<file path="config.mk">
export PLATFORM = sky130hd
export DESIGN_NAME = inst_loader
export DESIGN_NICKNAME = d
export VERILOG_FILES = /design/src/rtl/inst_loader_pkg.sv /design/src/rtl/inst_loader_packer.sv /design/src/rtl/inst_loader.sv
export SDC_FILE = /design/constraint.sdc
export NUM_CORES = 1
export LEC_CHECK = 0
export ABC_AREA = 1
export CAP_MARGIN = 20
export CELL_PAD_IN_SITES_DETAIL_PLACEMENT = 0
export CELL_PAD_IN_SITES_GLOBAL_PLACEMENT = 2
export CORE_AREA = 2 2 169 171
export DETAILED_ROUTE_END_ITERATION = 8
export DIE_AREA = 0 0 171 173
export GPL_TIMING_DRIVEN = 0
export PLACE_DENSITY_LB_ADDON = 0.15
export SLEW_MARGIN = 20
export SYNTH_ARGS = -nofsm -noshare
export SYNTH_HDL_FRONTEND = slang
export SYNTH_SLANG_ARGS = --single-unit
</file>
<file path="constraint.sdc">
create_clock -name clk -period 4.9 [get_ports clk]
set_input_delay 1.225 -clock clk [delete_from_list [all_inputs] [get_ports clk]]
set_output_delay 1.225 -clock clk [all_outputs]
set_load 0.02 [all_outputs]
</file>
<file path="src/rtl/inst_loader_pkg.sv">
// inst_loader_pkg: shared definitions for the instruction-memory program loader.
//   state_e    - loader FSM states
//   WORD_BYTES - bytes per memory word
//   lane_lsb() - bit offset of byte lane idx within a 32-bit word
package inst_loader_pkg;

  typedef enum logic [2:0] {
    IDLE,
    COLLECT,
    WRITE,
    VERIFY,
    DONE,
    FAIL
  } state_e;

  localparam int unsigned WORD_BYTES = 4;

  function automatic logic [4:0] lane_lsb(input logic [1:0] idx);
    return {idx, 3'b000};
  endfunction

endpackage

</file>
<file path="src/rtl/inst_loader_packer.sv">
// inst_loader_packer: assembles four stream bytes little-endian into one word.
// Ports:
//   clk, rst_n     - clock, synchronous active-low reset
//   clr_i          - restart packing (accepted load request)
//   beat_i         - a byte is transferred this cycle
//   byte_i         - the transferred byte
//   word_o         - registered word (complete after the 4th beat)
//   word_next_o    - word including the byte of the current beat
//   word_done_o    - current beat completes the word
module inst_loader_packer
  import inst_loader_pkg::*;
(
  input  logic        clk,
  input  logic        rst_n,
  input  logic        clr_i,
  input  logic        beat_i,
  input  logic [7:0]  byte_i,
  output logic [31:0] word_o,
  output logic [31:0] word_next_o,
  output logic        word_done_o
);

  logic [1:0]  idx_q;
  logic [31:0] word_q;

  always_comb begin
    word_next_o = word_q;
    word_next_o[lane_lsb(idx_q) +: 8] = byte_i;
  end

  assign word_done_o = beat_i && (idx_q == 2'd3);
  assign word_o      = word_q;

  // idx wraps 3 -> 0, so the next word starts at lane 0 without extra logic.
  always_ff @(posedge clk) begin
    if (!rst_n || clr_i) begin
      idx_q  <= 2'd0;
      word_q <= 32'd0;
    end else if (beat_i) begin
      idx_q  <= idx_q + 2'd1;
      word_q <= word_next_o;
    end
  end

endmodule

</file>
<file path="src/rtl/inst_loader.sv">
// inst_loader: loads a byte stream into instruction memory word by word,
// reading back and comparing each word after it is written.
// Ports:
//   clk, rst_n            - clock, synchronous active-low reset
//   start, word_count     - load request and number of words
//   byte_valid/byte_data  - byte source; byte_ready accepts a byte
//   mem_addr/mem_din/mem_we - memory write port; mem_dout combinational read
//   busy, done, error     - status (error is sticky until next start)
//   err_addr              - byte address of the failing word
module inst_loader
  import inst_loader_pkg::*;
#(
  parameter logic [31:0] BASE_ADDR = 32'd0,
  parameter int unsigned MEM_BYTES = 1024
) (
  input  logic        clk,
  input  logic        rst_n,
  input  logic        start,
  input  logic [15:0] word_count,
  input  logic        byte_valid,
  input  logic [7:0]  byte_data,
  output logic        byte_ready,
  output logic [31:0] mem_addr,
  output logic [31:0] mem_din,
  output logic        mem_we,
  input  logic [31:0] mem_dout,
  output logic        busy,
  output logic        done,
  output logic        error,
  output logic [31:0] err_addr
);

  state_e      state_q;
  logic [15:0] cnt_q;
  logic [31:0] mem_addr_q;
  logic [31:0] mem_din_q;
  logic [31:0] err_addr_q;
  logic        byte_ready_q;
  logic        mem_we_q;
  logic        busy_q;
  logic        done_q;
  logic        error_q;

  logic        start_acc;
  logic        beat;
  logic        word_done;
  logic [31:0] word;
  logic [31:0] word_next;
  logic [32:0] last_byte;
  logic        addr_over;

  assign start_acc = (state_q == IDLE) && start;
  // byte_ready_q is high only in COLLECT, so a beat can only occur there.
  assign beat      = byte_valid && byte_ready_q;

  // 33-bit sum so an address near 2^32 cannot wrap past the bound check.
  assign last_byte = {1'b0, mem_addr_q} + 33'(WORD_BYTES - 1);
  assign addr_over = last_byte > 33'(MEM_BYTES - 1);

  inst_loader_packer u_packer (
    .clk         (clk),
    .rst_n       (rst_n),
    .clr_i       (start_acc),
    .beat_i      (beat),
    .byte_i      (byte_data),
    .word_o      (word),
    .word_next_o (word_next),
    .word_done_o (word_done)
  );

  // mem_addr_q doubles as the address counter: it is loaded on entry to
  // COLLECT, so it is already stable the cycle before mem_we rises.
  always_ff @(posedge clk) begin
    if (!rst_n) begin
      state_q      <= IDLE;
      cnt_q        <= 16'd0;
      mem_addr_q   <= 32'd0;
      mem_din_q    <= 32'd0;
      err_addr_q   <= 32'd0;
      byte_ready_q <= 1'b0;
      mem_we_q     <= 1'b0;
      busy_q       <= 1'b0;
      done_q       <= 1'b0;
      error_q      <= 1'b0;
    end else begin
      done_q   <= 1'b0;
      mem_we_q <= 1'b0;
      unique case (state_q)
        IDLE: begin
          if (start) begin
            error_q <= 1'b0;
            busy_q  <= 1'b1;
            if (word_count == 16'd0) begin
              done_q  <= 1'b1;
              state_q <= DONE;
            end else begin
              cnt_q        <= word_count;
              mem_addr_q   <= BASE_ADDR;
              byte_ready_q <= 1'b1;
              state_q      <= COLLECT;
            end
          end
        end
        COLLECT: begin
          if (word_done) begin
            byte_ready_q <= 1'b0;
            if (addr_over) begin
              err_addr_q <= mem_addr_q;
              error_q    <= 1'b1;
              state_q    <= FAIL;
            end else begin
              mem_din_q <= word_next;
              mem_we_q  <= 1'b1;
              state_q   <= WRITE;
            end
          end
        end
        WRITE: begin
          state_q <= VERIFY;
        end
        VERIFY: begin
          if (mem_dout != word) begin
            err_addr_q <= mem_addr_q;
            error_q    <= 1'b1;
            state_q    <= FAIL;
          end else if (cnt_q == 16'd1) begin
            done_q  <= 1'b1;
            state_q <= DONE;
          end else begin
            cnt_q        <= cnt_q - 16'd1;
            mem_addr_q   <= mem_addr_q + 32'(WORD_BYTES);
            byte_ready_q <= 1'b1;
            state_q      <= COLLECT;
          end
        end
        DONE: begin
          busy_q  <= 1'b0;
          state_q <= IDLE;
        end
        FAIL: begin
          busy_q  <= 1'b0;
          state_q <= IDLE;
        end
        default: state_q <= IDLE;
      endcase
    end
  end

  assign byte_ready = byte_ready_q;
  assign mem_addr   = mem_addr_q;
  assign mem_din    = mem_din_q;
  assign mem_we     = mem_we_q;
  assign busy       = busy_q;
  assign done       = done_q;
  assign error      = error_q;
  assign err_addr   = err_addr_q;

endmodule

</file>
=== Word-level counts from Yosys, hierarchy flattened ===
Cells that the tools add are included.

* Bitwise operators: 1
* Shifts and indexed selects: 2
* Equality and inequality tests: 15
* Add/sub/neg operators: 5
* Mux-type cells: 41
* Reduce and logical (&&, ||, !) cells: 20
* Magnitude comparators: 1

{| class="wikitable"
|+ Operator list
! operator !! count
|-
| $mux 32 || 7
|-
| $pmux 32 s2 || 2
|-
| $mux 16 || 4
|-
| $add 32x2->33 const B || 1
|-
| $gt 33x10->1 const B || 1
|-
| $add 32x3->32 const B || 1
|-
| $bwmux 32 || 1
|-
| $ne 32x32->1 || 1
|-
| $pmux 16 s2 || 1
|-
| $shift 8x7->32 const A || 1
|-
| $shiftx 8x7->32 || 1
|-
| $mux 3 || 6
|-
| $eq 16x1->1 const B || 1
|-
| $logic_not 16->1 || 1
|-
| $sub 16x1->16 const B || 1
|-
| $mux 1 || 15
|-
| $ne 2x2->1 const B || 6
|-
| $pmux 3 s4 || 1
|-
| $reduce_and 5->1 || 2
|-
| $neg 5->7 || 1
|-
| $eq 3x2->1 const B || 2
|-
| $eq 3x3->1 const B || 2
|-
| $pmux 1 s3 || 2
|-
| $reduce_and 3->1 || 2
|-
| other kinds (16) || 22
|}

* Input bits: 60
* Register bits: 154
* Logic and storage cells: 97

=== Logic depth before layout (Yosys ltp) ===
* Word-level depth: 5
* Depth in mapped cells: 14
* Mapped depth without buffers: 13

=== Cells and area by module ===
A second synthesis with hierarchy kept.

* Cells, all modules: 1419
* Area, all modules: 8777.2 sq um

{| class="wikitable"
|+ Modules (own cells, without submodules)
! module !! cells an instance !! area each (sq um) !! instances
|-
| inst_loader || 1080 || 6676.4 || 1
|-
| inst_loader_packer || 339 || 2100.8 || 1
|}

=== Least setup slack after synthesis ===
OpenSTA, ideal clock, no wires.

* Kind: input to register
* Start: input port mem_dout[10]
* End: register mem_addr_q[9] (netlist: mem_addr[9])
* Stages on the path: 12
* Arrival: 2.351 ns
* Setup time: 0.132 ns
* Slack: 2.417 ns
* Cells stage by stage: xnor2_1 > nand2_1 > nor2_1 > nand2_1 > nor2_2 > nand3_1 > nand2_1 > nand2_1 > buf_4 > buf_4 > nand2_1 > a21oi_1

* Cells in the longest elaborated chain, start to end: 3

{| class="wikitable"
|+ RTL lines
! what !! line !! text
|-
| start, declared || inst_loader.sv:26 || <nowiki>input logic [31:0] mem_dout,</nowiki>
|-
| $ne 32x32->1 || inst_loader.sv:122 || <nowiki>if (mem_dout != word) begin</nowiki>
|-
| $ne 2x2->1 (no line) || -- ||
|-
| $reduce_and 5->1 (no line) || -- ||
|-
| end signal, assigned || inst_loader.sv:131 || <nowiki>mem_addr_q <= mem_addr_q + 32'(WORD_BYTES);</nowiki>
|-
| end, declared || inst_loader.sv:35 || <nowiki>logic [31:0] mem_addr_q;</nowiki>
|}

Every way passes these cells.
A chain may end at the register's enable or synchronous reset.

=== Worst setup path in the final report ===
* Start: input port mem_dout[4]
* End: register cnt_q[2]

* Cells in the longest elaborated chain, start to end: 3

{| class="wikitable"
|+ RTL lines
! what !! line !! text
|-
| $ne 32x32->1 || inst_loader.sv:122 ||
|-
| $ne 2x2->1 (no line) || -- ||
|-
| $reduce_and 5->1 (no line) || -- ||
|-
| end signal, assigned || inst_loader.sv:97 || <nowiki>cnt_q <= word_count;</nowiki>
|-
| end signal, assigned || inst_loader.sv:130 || <nowiki>cnt_q <= cnt_q - 16'd1;</nowiki>
|-
| end, declared || inst_loader.sv:34 || <nowiki>logic [15:0] cnt_q;</nowiki>
|}

Every way passes these cells.

==> results by group <==
Status
  • Status: completed

Yosys
  • Cells after Synth: 1259
  • Post-synth top area cell: dfxtp_1
  • Synth cell types: 38
  • Share of the synthesized area in the top cell type: 0.366
  • Register bit count reported by yosys: 150
  • Seq/Total Area, Yosys: 0.366
  • Mean Syn Cell Area: 6.51 um2
  • Synthesized cell area: about 8200 um2
  • Top cells by area, synth: dfxtp_1 (37%), nand2_1 (12%), nor2_1 (8.9%)
  • Synth warn: 0

Power and ir drop
  • Power density over cell area: 306 nW/um2
  • Lkg Pwr: around 4.0 nW
  • Peak VDD IR: 0.197 mV

Layout
  • Share of post-route cells with drive strength above 1: 0.0662
  • Leading cell type in the layout, fill and taps excluded: nand2_1
  • Fin area: 10800 um2
  • Syn-to-layout area delta: 32.1%
  • Most frequent cells in the layout: nand2_1 (270), nor2_1 (194), clkdlybuf4s50_1 (156), dfxtp_1 (150), inv_1 (143)
  • # fillers: 3063
  • Final #Nets: roughly 1500
  • Post-layout util: 0.392
  • Antenna diode count: 0

Clock network
  • CTS Buffer Depth: 2
  • CTS resizes: 0
  • Worst-path clk slew: 70 ps
  • Clock root cell: clkbuf_16
  • Post-CTS setup repair buffer count: 0
  • CTS tree: yes
  • CTS hold repair buffers: 0
  • Clock sinks: 150
  • CTS H-tree lvls: 4
  • Clock Latency Late Sink: roughly 430 ps
  • CTS buffer count: 17

Detailed routing
  • Residual DRC: 0
  • Vias: 8453
  • ANT nets after route: 0
  • DR iter-0 viols: 651
  • WL per Instance: 16.1 um
  • Routed WL: 29.4 mm
  • Vias per cell: between 4 and 5
  • First-pass DRT Iterations: 5

Worst setup path
  • Critical path startpoint category: input pin
  • CP arrival: 3490 ps
  • Setup crit start: mem_dout[4]
  • CP endpoint kind: register
  • CP max FO: 10
  • Critical path type: input pin to register
  • Worst flop-to-flop path startpoint: mem_addr[2]
  • Worst Path Required: around 5300 ps

Die
  • Die Y: 173 um
  • Die area: slightly below 30000 um2
  • Io pins: roughly 160
  • Core ar.: 27600 um2
  • Initial Util: 0.297
  • Die width: approximately 170 um
  • Placement row count: 61

Global route
  • Largest net degree at the start of global routing: 17
  • Total grt overflow: 0
  • Vias in the first global route: 7990
  • GRT Total Usage: 0.201
  • Global-route wire length before repair: roughly 46 mm
  • Initial antenna violation count: 0

Placed design
  • IO buf count: 156
  • HPWL Detailed: 22.4 mm
  • Pre-CTS setup slack: 1350 ps
  • DP Area: a little over 10000 um2
  • Routability-driven placement congestion ratio: 0.833

Job
  • Max Cap Viol: 0

STA
  • RSZ-0062 raised after global routing: no
  • Max_slew headroom: 0.551
  • Setup tns final: 0 ps
  • Skew final: 15.9 ps
  • Max-slew violation count: 0
  • Final hold vios: 0
  • Min Tclk post-route: 3130 ps
  • Final worst-path cycle share: 0.639
  • Worst-Margin Slew: 673 ps
  • Final worst slack: 1770 ps
  • Final setup vio count: 0
  • Hold WS: 446 ps
  • Fmax: 319 MHz

Worst hold path
  • Hold path startpoint: mem_din[0]
  • Min-delay worst type: register to register
-- layer usage --
metal  GRT usage  wire length [um]
met5           0                 0
met3      0.0284              1120
met1       0.308             15500
met4      0.0399               241
met2       0.296             12600
-- logic make-up (layout without fill, tap and decap cells) --
| family | after synthesis | after routing | share of synthesized area |
|---|---|---|---|
| compound gates | 246 | 246 | 0.160 |
| xor+xnor | 40 | 40 | 0.0427 |
| fa+ha+maj | 8 | 8 | 0.0122 |
| buf+inv | 227 | 415 | 0.122 |
| flops | 150 | 150 | 0.366 |
| other cells | 1 | 4 | 0.000457 |
| simple gates | 587 | 587 | 0.296 |
-- area by class of cell --
| class | count | area (um2) | share of cell area |
|---|---|---|---|
| multi-input combinational | 885 | 4210 | 0.388 |
| sequential | 150 | 3000 | 0.277 |
| timing repair buffer | 156 | 1560 | 0.144 |
| inverter | 158 | 594 | 0.0549 |
| tap | 378 | 473 | 0.0437 |
| clock buffer | 17 | 425 | 0.0393 |
| buffer | 69 | 407 | 0.0375 |
| clock inverter | 15 | 160 | 0.0148 |
-- metrics by stage --
step | cells | power [mW]
final | 1828 | 3.31
after global routing | 1828 | 3.48
after CTS | 1828 | 3.35
after detailed placement | 1796 | 2.00
after global placement | 1796 | 1.99
after floorplan | 1262 | 1.74
-- sequential cells by signal, summed over array words and instances, names as in the netlist --
register and flops:
busy 1, byte_ready 1, cnt_q 16, done 1, err_addr 30, error 1
mem_addr 30, mem_din 32, mem_we 1, state_q 3, u_packer.idx_q 2, u_packer.word_o 32
-- cells in the mapped netlist --
master and number:
nand2_1 270, nor2_1 194, dfxtp_1 150, inv_1 143
a21oi_1 108, o21ai_0 84, nand3_1 81, clkbuf_1 37
xnor2_1 27, o22ai_1 24, buf_4 16, nor3_1 13
o21ai_1 13, xor2_1 13, inv_2 12, buf_6 11
a211oi_1 8, ha_1 8, o32ai_1 8, nand4_1 7
nor2_2 6, nand3_2 4, buf_2 3, nand2_2 3
clkinv_1 2, or2_2 2, a31o_2 1, and2_1 1
buf_1 1, clkbuf_2 1, clkinv_2 1, conb_1 1
nand3b_1 1, nor2_4 1, nor3_2 1, nor3b_2 1
nor4_1 1, or2_4 1
-- path summary, 6_finish.rpt --
| check | end | slack (ps) | cells past startpoint |
|---|---|---|---|
| worst min register to register | mem_din[0] | 450 | 2 |
| worst min-delay path | mem_din[0] | 450 | 2 |
| worst max register to register | mem_din[13] | 2290 | 10 |
| worst max-delay path | cnt_q[2] | 1770 | 12 |
-- worst max-delay path: stages --
cell and delay (ps):
clkdlybuf4s50_1 480, nand2_1 60, nand2_1 60, nand2_1 60
nor2_1 170, nand2_1 160, nor2_2 250, nand3_1 120
nand2_1 150, buf_1 460, nand3_1 140, a21oi_1 160
-- report_power, final --
part	switching, mW	internal [mW]
clock	0.619	0.724
sequential	0.0477	1.28
combinational	0.381	0.257
total	1.05	2.26
Note: power is estimated with default switching activity, not from simulation.
